**config.mk**
```make
export PLATFORM = sky130hd
export DESIGN_NAME = irrigation_sequencer_flat
export DESIGN_NICKNAME = d
export VERILOG_FILES = /design/src/rtl/irrig_pkg.sv /design/src/rtl/irrigation_sequencer_if.sv /design/src/rtl/irrig_sec_counter.sv /design/src/rtl/irrigation_sequencer.sv /design/src/flat_wrapper.sv
export SDC_FILE = /design/constraint.sdc
export NUM_CORES = 1
export LEC_CHECK = 0
export ABC_AREA = 1
export BUFFER_PORTS_ARGS = -buffer_cell sky130_fd_sc_hd__buf_2
export CAP_MARGIN = 15
export CORE_ASPECT_RATIO = 1.25
export CORE_MARGIN = 5
export CORE_UTILIZATION = 52
export DETAILED_ROUTE_END_ITERATION = 12
export PLACE_DENSITY_LB_ADDON = 0.3
export SLEW_MARGIN = 10
export SYNTH_ARGS = -nofsm -noshare
export SYNTH_HDL_FRONTEND = slang
export SYNTH_SLANG_ARGS = --single-unit
```
**constraint.sdc**
```tcl
create_clock -name clk1 -period 1.6 [get_ports clk1]
set_input_delay 0.16 -clock clk1 [delete_from_list [all_inputs] [get_ports clk1]]
set_output_delay 0.16 -clock clk1 [all_outputs]
set_load 0.02 [all_outputs]
```
**src/rtl/irrig_pkg.sv**
```systemverilog
// Shared types and constants for the irrigation sequencer: FSM states,
// preset select codes and the watchdog counter width.
package irrig_pkg;

  localparam int WDOG_W = 13;

  typedef enum logic [2:0] {
    ST_IDLE,
    ST_LOAD,
    ST_SETTLE,
    ST_RUN,
    ST_PAUSE,
    ST_DONE,
    ST_FAULT
  } state_t;

  typedef enum logic [1:0] {
    SEL_NONE  = 2'b00,
    SEL_DRIP  = 2'b01,
    SEL_SPRAY = 2'b10,
    SEL_SPEC  = 2'b11
  } sel_t;

  // Mode arbitration: specific program beats sprinkler beats drip.
  function automatic sel_t pick_mode(input logic drip, input logic spray, input logic spec);
    if (spec)       return SEL_SPEC;
    else if (spray) return SEL_SPRAY;
    else if (drip)  return SEL_DRIP;
    return SEL_NONE;
  endfunction

endpackage

```
**src/rtl/irrigation_sequencer_if.sv**
```systemverilog
// Field-side bundle of the irrigation sequencer: buttons/sensors in,
// timer strobes, actuator drives and status out.
interface irrigation_sequencer_if;

  logic       tick_1s;
  logic       start_btn;
  logic       stop_btn;
  logic       req_drip;
  logic       req_spray;
  logic       req_spec;
  logic       water_ok;
  logic       timer_zero;

  logic       cnt_load;
  logic       cnt_clear;
  logic [1:0] cnt_sel;
  logic       cnt_en;
  logic       valve_drip;
  logic       valve_spray;
  logic       pump;
  logic       busy;
  logic       done;
  logic       fault;

  modport master (
    output tick_1s, start_btn, stop_btn, req_drip, req_spray, req_spec,
           water_ok, timer_zero,
    input  cnt_load, cnt_clear, cnt_sel, cnt_en, valve_drip, valve_spray,
           pump, busy, done, fault
  );

  modport slave (
    input  tick_1s, start_btn, stop_btn, req_drip, req_spray, req_spec,
           water_ok, timer_zero,
    output cnt_load, cnt_clear, cnt_sel, cnt_en, valve_drip, valve_spray,
           pump, busy, done, fault
  );

endinterface

```
**src/rtl/irrig_sec_counter.sv**
```systemverilog
// Tick-driven up counter with synchronous clear, saturation at all-ones
// and an equality flag against a fixed target.
module irrig_sec_counter #(
  parameter int unsigned WIDTH  = 13,
  parameter int unsigned TARGET = 0
) (
  input  logic clk1,
  input  logic reset,
  input  logic clear,
  input  logic tick,
  output logic hit
);

  localparam logic [WIDTH-1:0] TGT = WIDTH'(TARGET);

  logic [WIDTH-1:0] count;

  always_ff @(posedge clk1 or posedge reset) begin
    if (reset) begin
      count <= '0;
    end else if (clear) begin
      count <= '0;
    end else if (tick && (count != {WIDTH{1'b1}})) begin
      count <= count + WIDTH'(1);
    end
  end

  assign hit = (count == TGT);

endmodule

```
**src/rtl/irrigation_sequencer.sv**
```systemverilog
// Irrigation cycle sequencer: mode arbitration, preset load, valve settle,
// run/pause on water level. Watchdog/FAULT present only with IRRIG_WATCHDOG_EN.
module irrigation_sequencer
  import irrig_pkg::*;
#(
  parameter int unsigned SETTLE_S = 3,
  parameter int unsigned WDOG_S   = 6000
) (
  input  logic                  clk1,
  input  logic                  reset,
  irrigation_sequencer_if.slave bus
);

  // Settle counter fires on the tick that completes the settle period.
  localparam int unsigned SETTLE_TGT = (SETTLE_S == 0) ? 0 : SETTLE_S - 1;

  state_t state, state_nx;
  sel_t   mode, mode_nx;
  logic   start_q, start_rise;
  logic   clear_nx;
  logic   settle_hit;
  logic   wdog_hit;
  logic   any_req;
  logic   valve_on_nx;

  assign any_req = bus.req_drip | bus.req_spray | bus.req_spec;

  always_ff @(posedge clk1 or posedge reset) begin
    if (reset) begin
      start_q    <= 1'b0;
      start_rise <= 1'b0;
    end else begin
      start_q    <= bus.start_btn;
      start_rise <= bus.start_btn & ~start_q;
    end
  end

  irrig_sec_counter #(
    .WIDTH (4),
    .TARGET(SETTLE_TGT)
  ) u_settle (
    .clk1 (clk1),
    .reset(reset),
    .clear(state != ST_SETTLE),
    .tick (bus.tick_1s && state == ST_SETTLE),
    .hit  (settle_hit)
  );

`ifdef IRRIG_WATCHDOG_EN
  irrig_sec_counter #(
    .WIDTH (WDOG_W),
    .TARGET(WDOG_S)
  ) u_wdog (
    .clk1 (clk1),
    .reset(reset),
    .clear(state == ST_LOAD),
    .tick (bus.tick_1s && (state == ST_RUN || state == ST_PAUSE)),
    .hit  (wdog_hit)
  );
`else
  assign wdog_hit = 1'b0;
`endif

  always_ff @(posedge clk1 or posedge reset) begin
    if (reset) begin
      state <= ST_IDLE;
      mode  <= SEL_NONE;
    end else begin
      state <= state_nx;
      mode  <= mode_nx;
    end
  end

  // Stop overrides everything; timer_zero outranks the watchdog in RUN.
  always_comb begin
    state_nx = state;
    mode_nx  = mode;
    clear_nx = 1'b0;
    if (state != ST_IDLE && bus.stop_btn) begin
      state_nx = ST_IDLE;
      mode_nx  = SEL_NONE;
      clear_nx = 1'b1;
    end else begin
      case (state)
        ST_IDLE: begin
          if (start_rise && any_req) begin
            state_nx = ST_LOAD;
            mode_nx  = pick_mode(bus.req_drip, bus.req_spray, bus.req_spec);
          end
        end
        ST_LOAD: begin
          state_nx = (SETTLE_S == 0) ? ST_RUN : ST_SETTLE;
        end
        ST_SETTLE: begin
          if (SETTLE_S == 0 || (bus.tick_1s && settle_hit)) begin
            state_nx = ST_RUN;
          end
        end
        ST_RUN: begin
          if (bus.timer_zero)     state_nx = ST_DONE;
          else if (wdog_hit)      state_nx = ST_FAULT;
          else if (!bus.water_ok) state_nx = ST_PAUSE;
        end
        ST_PAUSE: begin
          if (wdog_hit)          state_nx = ST_FAULT;
          else if (bus.water_ok) state_nx = ST_RUN;
        end
        ST_DONE: begin
          state_nx = ST_IDLE;
          mode_nx  = SEL_NONE;
        end
        ST_FAULT: begin
          state_nx = ST_FAULT;
        end
        default: begin
          state_nx = ST_IDLE;
          mode_nx  = SEL_NONE;
        end
      endcase
    end
  end

  assign valve_on_nx = (state_nx == ST_SETTLE) || (state_nx == ST_RUN) ||
                       (state_nx == ST_PAUSE);

  // Outputs are registered from the next-state decode so they line up with the state.
  always_ff @(posedge clk1 or posedge reset) begin
    if (reset) begin
      bus.cnt_load    <= 1'b0;
      bus.cnt_clear   <= 1'b0;
      bus.cnt_sel     <= SEL_NONE;
      bus.cnt_en      <= 1'b0;
      bus.valve_drip  <= 1'b0;
      bus.valve_spray <= 1'b0;
      bus.pump        <= 1'b0;
      bus.busy        <= 1'b0;
      bus.done        <= 1'b0;
    end else begin
      bus.cnt_load    <= (state_nx == ST_LOAD);
      bus.cnt_clear   <= clear_nx;
      bus.cnt_sel     <= mode_nx;
      bus.cnt_en      <= (state_nx == ST_RUN);
      bus.valve_drip  <= valve_on_nx && (mode_nx == SEL_DRIP);
      bus.valve_spray <= valve_on_nx && (mode_nx == SEL_SPRAY || mode_nx == SEL_SPEC);
      bus.pump        <= (state_nx == ST_SETTLE) || (state_nx == ST_RUN);
      bus.busy        <= (state_nx == ST_LOAD) || valve_on_nx;
      bus.done        <= (state_nx == ST_DONE);
    end
  end

`ifdef IRRIG_WATCHDOG_EN
  always_ff @(posedge clk1 or posedge reset) begin
    if (reset) begin
      bus.fault <= 1'b0;
    end else begin
      bus.fault <= (state_nx == ST_FAULT);
    end
  end
`else
  assign bus.fault = 1'b0;
`endif

endmodule

```
**src/flat_wrapper.sv**
```systemverilog
// flat-port wrapper written by rule: the top's interface ports become plain ports
module irrigation_sequencer_flat import irrig_pkg::*;
#(
  parameter int unsigned SETTLE_S = 3,
  parameter int unsigned WDOG_S   = 6000
)
  (clk1, reset, bus_tick_1s, bus_start_btn, bus_stop_btn, bus_req_drip, bus_req_spray, bus_req_spec, bus_water_ok, bus_timer_zero, bus_cnt_load, bus_cnt_clear, bus_cnt_sel, bus_cnt_en, bus_valve_drip, bus_valve_spray, bus_pump, bus_busy, bus_done, bus_fault);
  irrigation_sequencer_if bus_i ();
  input  logic clk1;
  input  logic reset;
  input wire logic [$bits(bus_i.tick_1s)-1:0] bus_tick_1s;
  input wire logic [$bits(bus_i.start_btn)-1:0] bus_start_btn;
  input wire logic [$bits(bus_i.stop_btn)-1:0] bus_stop_btn;
  input wire logic [$bits(bus_i.req_drip)-1:0] bus_req_drip;
  input wire logic [$bits(bus_i.req_spray)-1:0] bus_req_spray;
  input wire logic [$bits(bus_i.req_spec)-1:0] bus_req_spec;
  input wire logic [$bits(bus_i.water_ok)-1:0] bus_water_ok;
  input wire logic [$bits(bus_i.timer_zero)-1:0] bus_timer_zero;
  output wire logic [$bits(bus_i.cnt_load)-1:0] bus_cnt_load;
  output wire logic [$bits(bus_i.cnt_clear)-1:0] bus_cnt_clear;
  output wire logic [$bits(bus_i.cnt_sel)-1:0] bus_cnt_sel;
  output wire logic [$bits(bus_i.cnt_en)-1:0] bus_cnt_en;
  output wire logic [$bits(bus_i.valve_drip)-1:0] bus_valve_drip;
  output wire logic [$bits(bus_i.valve_spray)-1:0] bus_valve_spray;
  output wire logic [$bits(bus_i.pump)-1:0] bus_pump;
  output wire logic [$bits(bus_i.busy)-1:0] bus_busy;
  output wire logic [$bits(bus_i.done)-1:0] bus_done;
  output wire logic [$bits(bus_i.fault)-1:0] bus_fault;
  assign bus_i.tick_1s = bus_tick_1s;
  assign bus_i.start_btn = bus_start_btn;
  assign bus_i.stop_btn = bus_stop_btn;
  assign bus_i.req_drip = bus_req_drip;
  assign bus_i.req_spray = bus_req_spray;
  assign bus_i.req_spec = bus_req_spec;
  assign bus_i.water_ok = bus_water_ok;
  assign bus_i.timer_zero = bus_timer_zero;
  assign bus_cnt_load = bus_i.cnt_load;
  assign bus_cnt_clear = bus_i.cnt_clear;
  assign bus_cnt_sel = bus_i.cnt_sel;
  assign bus_cnt_en = bus_i.cnt_en;
  assign bus_valve_drip = bus_i.valve_drip;
  assign bus_valve_spray = bus_i.valve_spray;
  assign bus_pump = bus_i.pump;
  assign bus_busy = bus_i.busy;
  assign bus_done = bus_i.done;
  assign bus_fault = bus_i.fault;
  irrigation_sequencer #(.SETTLE_S(SETTLE_S), .WDOG_S(WDOG_S)) u_core (.clk1(clk1), .reset(reset), .bus(bus_i));
endmodule
```
==> impl_metrics.csv, run 1 <==
group,metric,value,unit
status,run_status,"completed",
worst_setup_path,crit_chain,"nor2_2 > nand2_4 > inv_2 > nand3_2 > nand2_1 > o21ai_1 > nand2_1 > inv_1",
worst_setup_path,cp.required,1790,ps
finish,num_antenna_cells,0,
clock_tree,cts_root_buf,"clkbuf_4",
sta,fmaxAchievable,728,MHz
drt,drt_iter0_drc,18,
pwr,powerDensity,1500,nW/um^2
worst_setup_path,crit_type,"flop to flop",
global_routing,grt.overflow.total,0,
clock_tree,numCtsBuffers,3,
placed_design,gp_congestion,0.795,
drt,vias,837,
synth,synth_cells,122,
global_routing,grt_pass1_wl,3.37,mm
sta,worst_slew_pin_slew,703,ps
synth,yosysSeqAreaShare,0.468,
min_path,holdCritStartpoint,"bus_tick_1s",
floorplan,start_util,0.531,
floorplan,coreArea,1910,um^2
floorplan,rows,18,
drt,avgRoutedWirePerCell,11.4,um
synth,ys_ff_latch,19,
drt,route.detailed.drc,0,
worst_setup_path,cp.arrival,1560,ps
finish,top_regs,"u_core.u_settle.count (4), u_core.state (3), u_core.mode (2)",
placed_design,portBuffers,19,
drt,drt_wl_total,1.90,mm
floorplan,die_h,59.4,um
clock_tree,cts.sinks,19,
synth,synth_nets,134,
clock_tree,cts_setup_buffers,0,
sta,relSlewSlack,0.531,
sta,maxSlewViolCount,0,
finish,drive_gt1_frac,0.322,
global_routing,grt_usage,0.148,
worst_setup_path,max_stage_delay,450,ps
worst_setup_path,cpMaxStageDelayCell,"dfrtp_1",
sta,finalSetupViolCount,0,
worst_setup_path,reg2reg_slack,230,ps
worst_setup_path,start_kind,"flop",
worst_setup_path,crit_fanout,5,
min_path,min_delay_worst_endpoint,"u_core.u_settle.count[2]$_DFFE_PP0P_",
finish,layout_common_cells,"22 x inv_1, 22 x nand2_1, 19 x buf_2, 19 x dfrtp_1, 11 x nor2_1",
sta,layout_min_cycle_time,1370,ps
floorplan,io_pins,21,
drt,first_pass_iters,4,
min_path,hold_class,"input pin to flop",
pwr,irDropWorstVdd,981,uV
clock_tree,cts.path.max_buffers,2,
placed_design,dp_slack,251,ps
worst_setup_path,crit_path_frequent_cell,"nand2_1",
pwr,p_leak,0.658,nW
global_routing,antenna_found_initial,0,
synth,synth.avg_cell_area,8.33,um^2
global_routing,grt_max_degree,20,
clock_tree,clk_pin_slew,110,ps
synth,ys_warn_count,0,
drt,ant_nets,0,
worst_setup_path,reg2reg_depth,8,
sta,final.setup.tns,0,ps
sta,rsz0062_at_grt,"false",
run,timing.max_cap.violations,0,
worst_setup_path,r2r_start,"u_core.state[0]$_DFF_PP0_",
global_routing,grt_pass1_vias,812,
finish,largest_reg_flops,4,
worst_setup_path,end_kind,"flop",
floorplan,dieArea,2940,um^2
drt,viasPerCell,5.04,
finish,area_growth,15.8,%
finish,nets,159,
sta,fin_hold_ws,151,ps
sta,hold_viol,0,
synth,syn_area,1020,um^2
sta,fin_skew,8.22,ps
clock_tree,cts_tree,"yes",
placed_design,dp_hpwl,1.52,mm
clock_tree,insertion_delay,290,ps
pwr,power.total,1.76,mW
floorplan,die_w,49.5,um
min_path,holdPathStages,3,
sta,finalCritPeriodShare,0.858,
sta,final.setup.worst_slack,227,ps
synth,yosysUniqueCellTypes,23,
worst_setup_path,worstReg2RegEnd,"u_core.mode[1]$_DFF_PP0_",
clock_tree,htreeDepth,1,
finish,max_flop_register,"u_core.u_settle.count",
## area by class of cell
class,count,area [um^2]
clock buffer,3,22.5
clock inverter,1,5.00
fill,173,738
inverter,25,96.3
multi-input combinational,77,437
sequential,19,475
tap,20,25.0
timing repair buffer,21,115
## cells in the mapped netlist, drive strengths merged
| library cell | n | share of area |
|---|---|---|
| a21oi | 7 | 0.042 |
| buf | 1 | 0.0074 |
| conb | 1 | 0.0037 |
| dfrtp | 19 | 0.47 |
| ha | 2 | 0.025 |
| inv | 25 | 0.095 |
| nand2 | 29 | 0.13 |
| nand3 | 10 | 0.076 |
| nand4 | 2 | 0.012 |
| nor2 | 19 | 0.10 |
| nor3 | 1 | 0.0049 |
| o21a | 1 | 0.0074 |
| o21ai | 5 | 0.025 |
## worst max-delay path: cells and delay by family (launching register included)
kind	cells	cell delay, ps
buf+inv	2	140
flops	1	450
compound gates	1	60
simple gates	5	630
## logic make-up after synthesis
group                    after synthesis  synth area share
AND/OR/NAND/NOR                       61             0.328
buffers and inverters                 26             0.102
flip-flops                            19             0.468
AO/OA/AOI/OAI                         13            0.0739
adder cells (fa/ha/maj)                2            0.0246
other                                  1           0.00369
## report_power, final
part | switching, mW | internal, mW
logic | 0.569 | 0.275
registers | 0.0791 | 0.603
clock network | 0.142 | 0.0929
total | 0.790 | 0.970
## per-layer routing
layer  vias to the layer above  GRT usage  part of all wire
met4                         0     0.0899             0.018
li1                        424          -                 -
met3                         6     0.0378             0.053
met5                         -          0                 0
met2                        22      0.256              0.55
met1                       385      0.161              0.38
## how the worst max path moves through the flow
stage	depth (start not counted)	slack, ps	end	start
3_5_place_dp	7	250	u_core.u_settle.count[3]$_DFFE_PP0P_	u_core.u_settle.count[0]$_DFFE_PP0P_
4_1_cts	7	220	u_core.u_settle.count[3]$_DFFE_PP0P_	u_core.u_settle.count[0]$_DFFE_PP0P_
5_1_grt	7	30	u_core.u_settle.count[3]$_DFFE_PP0P_	u_core.u_settle.count[0]$_DFFE_PP0P_
2_1_floorplan	7	370	u_core.u_settle.count[3]$_DFFE_PP0P_	u_core.u_settle.count[0]$_DFFE_PP0P_
3_3_place_gp	6	280	u_core.u_settle.count[1]$_DFFE_PP0P_	u_core.u_settle.count[0]$_DFFE_PP0P_
6_report	8	230	u_core.mode[1]$_DFF_PP0_	u_core.state[0]$_DFF_PP0_
## timing repair
action,4_1_cts,5_1_grt
hold endpoints to repair,20,0
endpoints found under the setup margin,0,1
hold buffers,2,0
gates resized for setup,0,1
## per-stage QoR
step | utilization | instances | cell area (um^2)
after floorplan | - | 122 | 1020
after global placement | 0.590 | 160 | 1130
after detailed placement | 0.590 | 160 | 1130
after CTS | 0.614 | 166 | 1180
after global routing | 0.614 | 166 | 1180
final | 0.614 | 166 | 1180
No activity file was read; power rests on OpenSTA's default activity.
==> run 2, diff against run 1 <==
Settings changed: CORE_UTILIZATION 52 to 45, CTS_BUF_LIST from default to sky130_fd_sc_hd__clkbuf_8, PLACE_DENSITY from default to 0.68, PLACE_DENSITY_LB_ADDON 0.3 to default.
==> impl_metrics.csv, run 2 (synthesized netlist as in run 1, its figures left out) <==
group,metric,value,unit
status,run_status,"complete, but fails checks",
status,violations,"hold timing",
clock_tree,cts_setup_buffers,0,
sta,rsz0062_at_grt,"false",
sta,finalSetupViolCount,0,
worst_setup_path,r2r_start,"u_core.u_settle.count[0]$_DFFE_PP0P_",
placed_design,portBuffers,19,
floorplan,start_util,0.465,
clock_tree,cts.path.max_buffers,2,
placed_design,dp_slack,162,ps
placed_design,gp_congestion,0.859,
worst_setup_path,cp.arrival,1540,ps
floorplan,dieArea,3310,um^2
finish,finish.instance_area,1190,um^2
worst_setup_path,critical_path.startpoint,"u_core.u_settle.count[0]$_DFFE_PP0P_",
worst_setup_path,crit_fanout,5,
worst_setup_path,cp.required,1780,ps
pwr,power.total,1.84,mW
sta,fmaxAchievable,738,MHz
finish,final_core_util,0.543,
worst_setup_path,crit_type,"flop to flop",
finish,register_area,475,um^2
sta,worst_slew_pin_slew,669,ps
clock_tree,clk_pin_slew,70,ps
floorplan,io_pins,21,
finish,drive_gt1_frac,0.326,
placed_design,place_area,1140,um^2
pwr,powerDensity,1550,nW/um^2
run,timing.max_cap.violations,0,
clock_tree,cts.sinks,19,
finish,nFillCells,216,
clock_tree,cts_resized,0,
sta,relSlewSlack,0.553,
floorplan,rows,19,
drt,viasPerCell,4.57,
finish,area_growth,17.0,%
global_routing,grt_usage,0.135,
global_routing,antenna_found_initial,0,
floorplan,die_w,52.5,um
sta,fin_skew,0.853,ps
global_routing,grt_pass1_wl,3.39,mm
placed_design,dp_hpwl,1.56,mm
drt,drt_iter0_drc,14,
sta,hold_viol,19,
worst_setup_path,start_kind,"flop",
drt,route.detailed.drc,0,
finish,nets,157,
worst_setup_path,end_kind,"flop",
clock_tree,cts_tree,"yes",
global_routing,grt_pass1_vias,840,
clock_tree,insertion_delay,260,ps
drt,first_pass_iters,4,
clock_tree,ctsHoldBuffers,0,
drt,vias,800,
clock_tree,htreeDepth,1,
sta,final.setup.tns,0,ps
clock_tree,numCtsBuffers,3,
pwr,irDropWorstVdd,854,uV
finish,multi_input_area,437,um^2
sta,fin_hold_ws,-9.68,ps
finish,final_cells,175,
min_path,hold_class,"input pin to async pin",
drt,avgRoutedWirePerCell,10.5,um
floorplan,coreArea,2190,um^2
sta,layout_min_cycle_time,1360,ps
finish,top_regs,"u_core.u_settle.count (4), u_core.state (3), u_core.mode (2)",
finish,largest_reg_flops,4,
sta,maxSlewViolCount,0,
floorplan,die_h,63.1,um
placed_design,placed_cells,171,
pwr,p_leak,0.657,nW
finish,num_antenna_cells,0,
drt,drt_wl_total,1.83,mm
sta,finalCritPeriodShare,0.847,
global_routing,grt.overflow.total,0,
global_routing,grt_max_degree,20,
clock_tree,cts_root_buf,"clkbuf_8",
finish,layout_common_cells,"22 x inv_1, 22 x nand2_1, 19 x buf_2, 19 x dfrtp_1, 11 x nor2_1",
sta,final.setup.worst_slack,244,ps
drt,ant_nets,0,
finish,max_flop_register,"u_core.u_settle.count",
-- run 2: cell types whose count changed in the layout (fill, tap and decap cells not counted) --
cell | previous run | this run
dlygate4sd3_1 | 2 | 0
clkbuf_4 | 3 | 0
clkbuf_8 | 0 | 3
-- run 2: cell type report --
| cell class | count | share of cell area |
|---|---|---|
| multi-input cells | 77 | 0.367 |
| clock buffers | 3 | 0.0347 |
| clock inverters | 1 | 0.00421 |
| well taps | 31 | 0.0326 |
| inverters | 25 | 0.0811 |
| repair buffers | 19 | 0.0800 |
| flip-flops and latches | 19 | 0.400 |
-- run 2: per-layer routing --
metal | routed length (um) | vias up | global-route usage
met1 | 749 | 366 | 0.155
met3 | 50 | 2 | 0.0165
met4 | 27 | 0 | 0.0767
met2 | 1010 | 13 | 0.233
met5 | 0 | - | 0
li1 | - | 419 | -
-- run 2: final timing paths --
path,end,slack (ps),cells past startpoint
worst max-delay path,u_core.u_settle.count[3]$_DFFE_PP0P_,240,7
worst min-delay path,u_core.bus.pump$_DFF_PP0_,-10,2
worst max register to register,u_core.u_settle.count[3]$_DFFE_PP0P_,240,7
worst min register to register,u_core.start_rise$_DFF_PP0_,400,1
max in group asynchronous,u_core.u_settle.count[0]$_DFFE_PP0P_,1190,2
min in group clk1,u_core.start_q$_DFF_PP0_,20,1
-- run 2: worst max-delay path, stage by stage, from the launching register on --
cell and delay [ps]:
dfrtp_1 410, ha_1 190, inv_1 50, o21ai_1 180, nand2_1 150, nand2_1 100
o21ai_0 70, a21oi_1 130
-- run 2: where the power goes --
part	total (mW)	internal, mW	switching, mW	leakage, nW
clock network	0.329	0.173	0.156	0.0255
registers	0.682	0.604	0.0781	0.252
logic	0.831	0.270	0.561	0.379
total	1.84	1.05	0.795	0.657
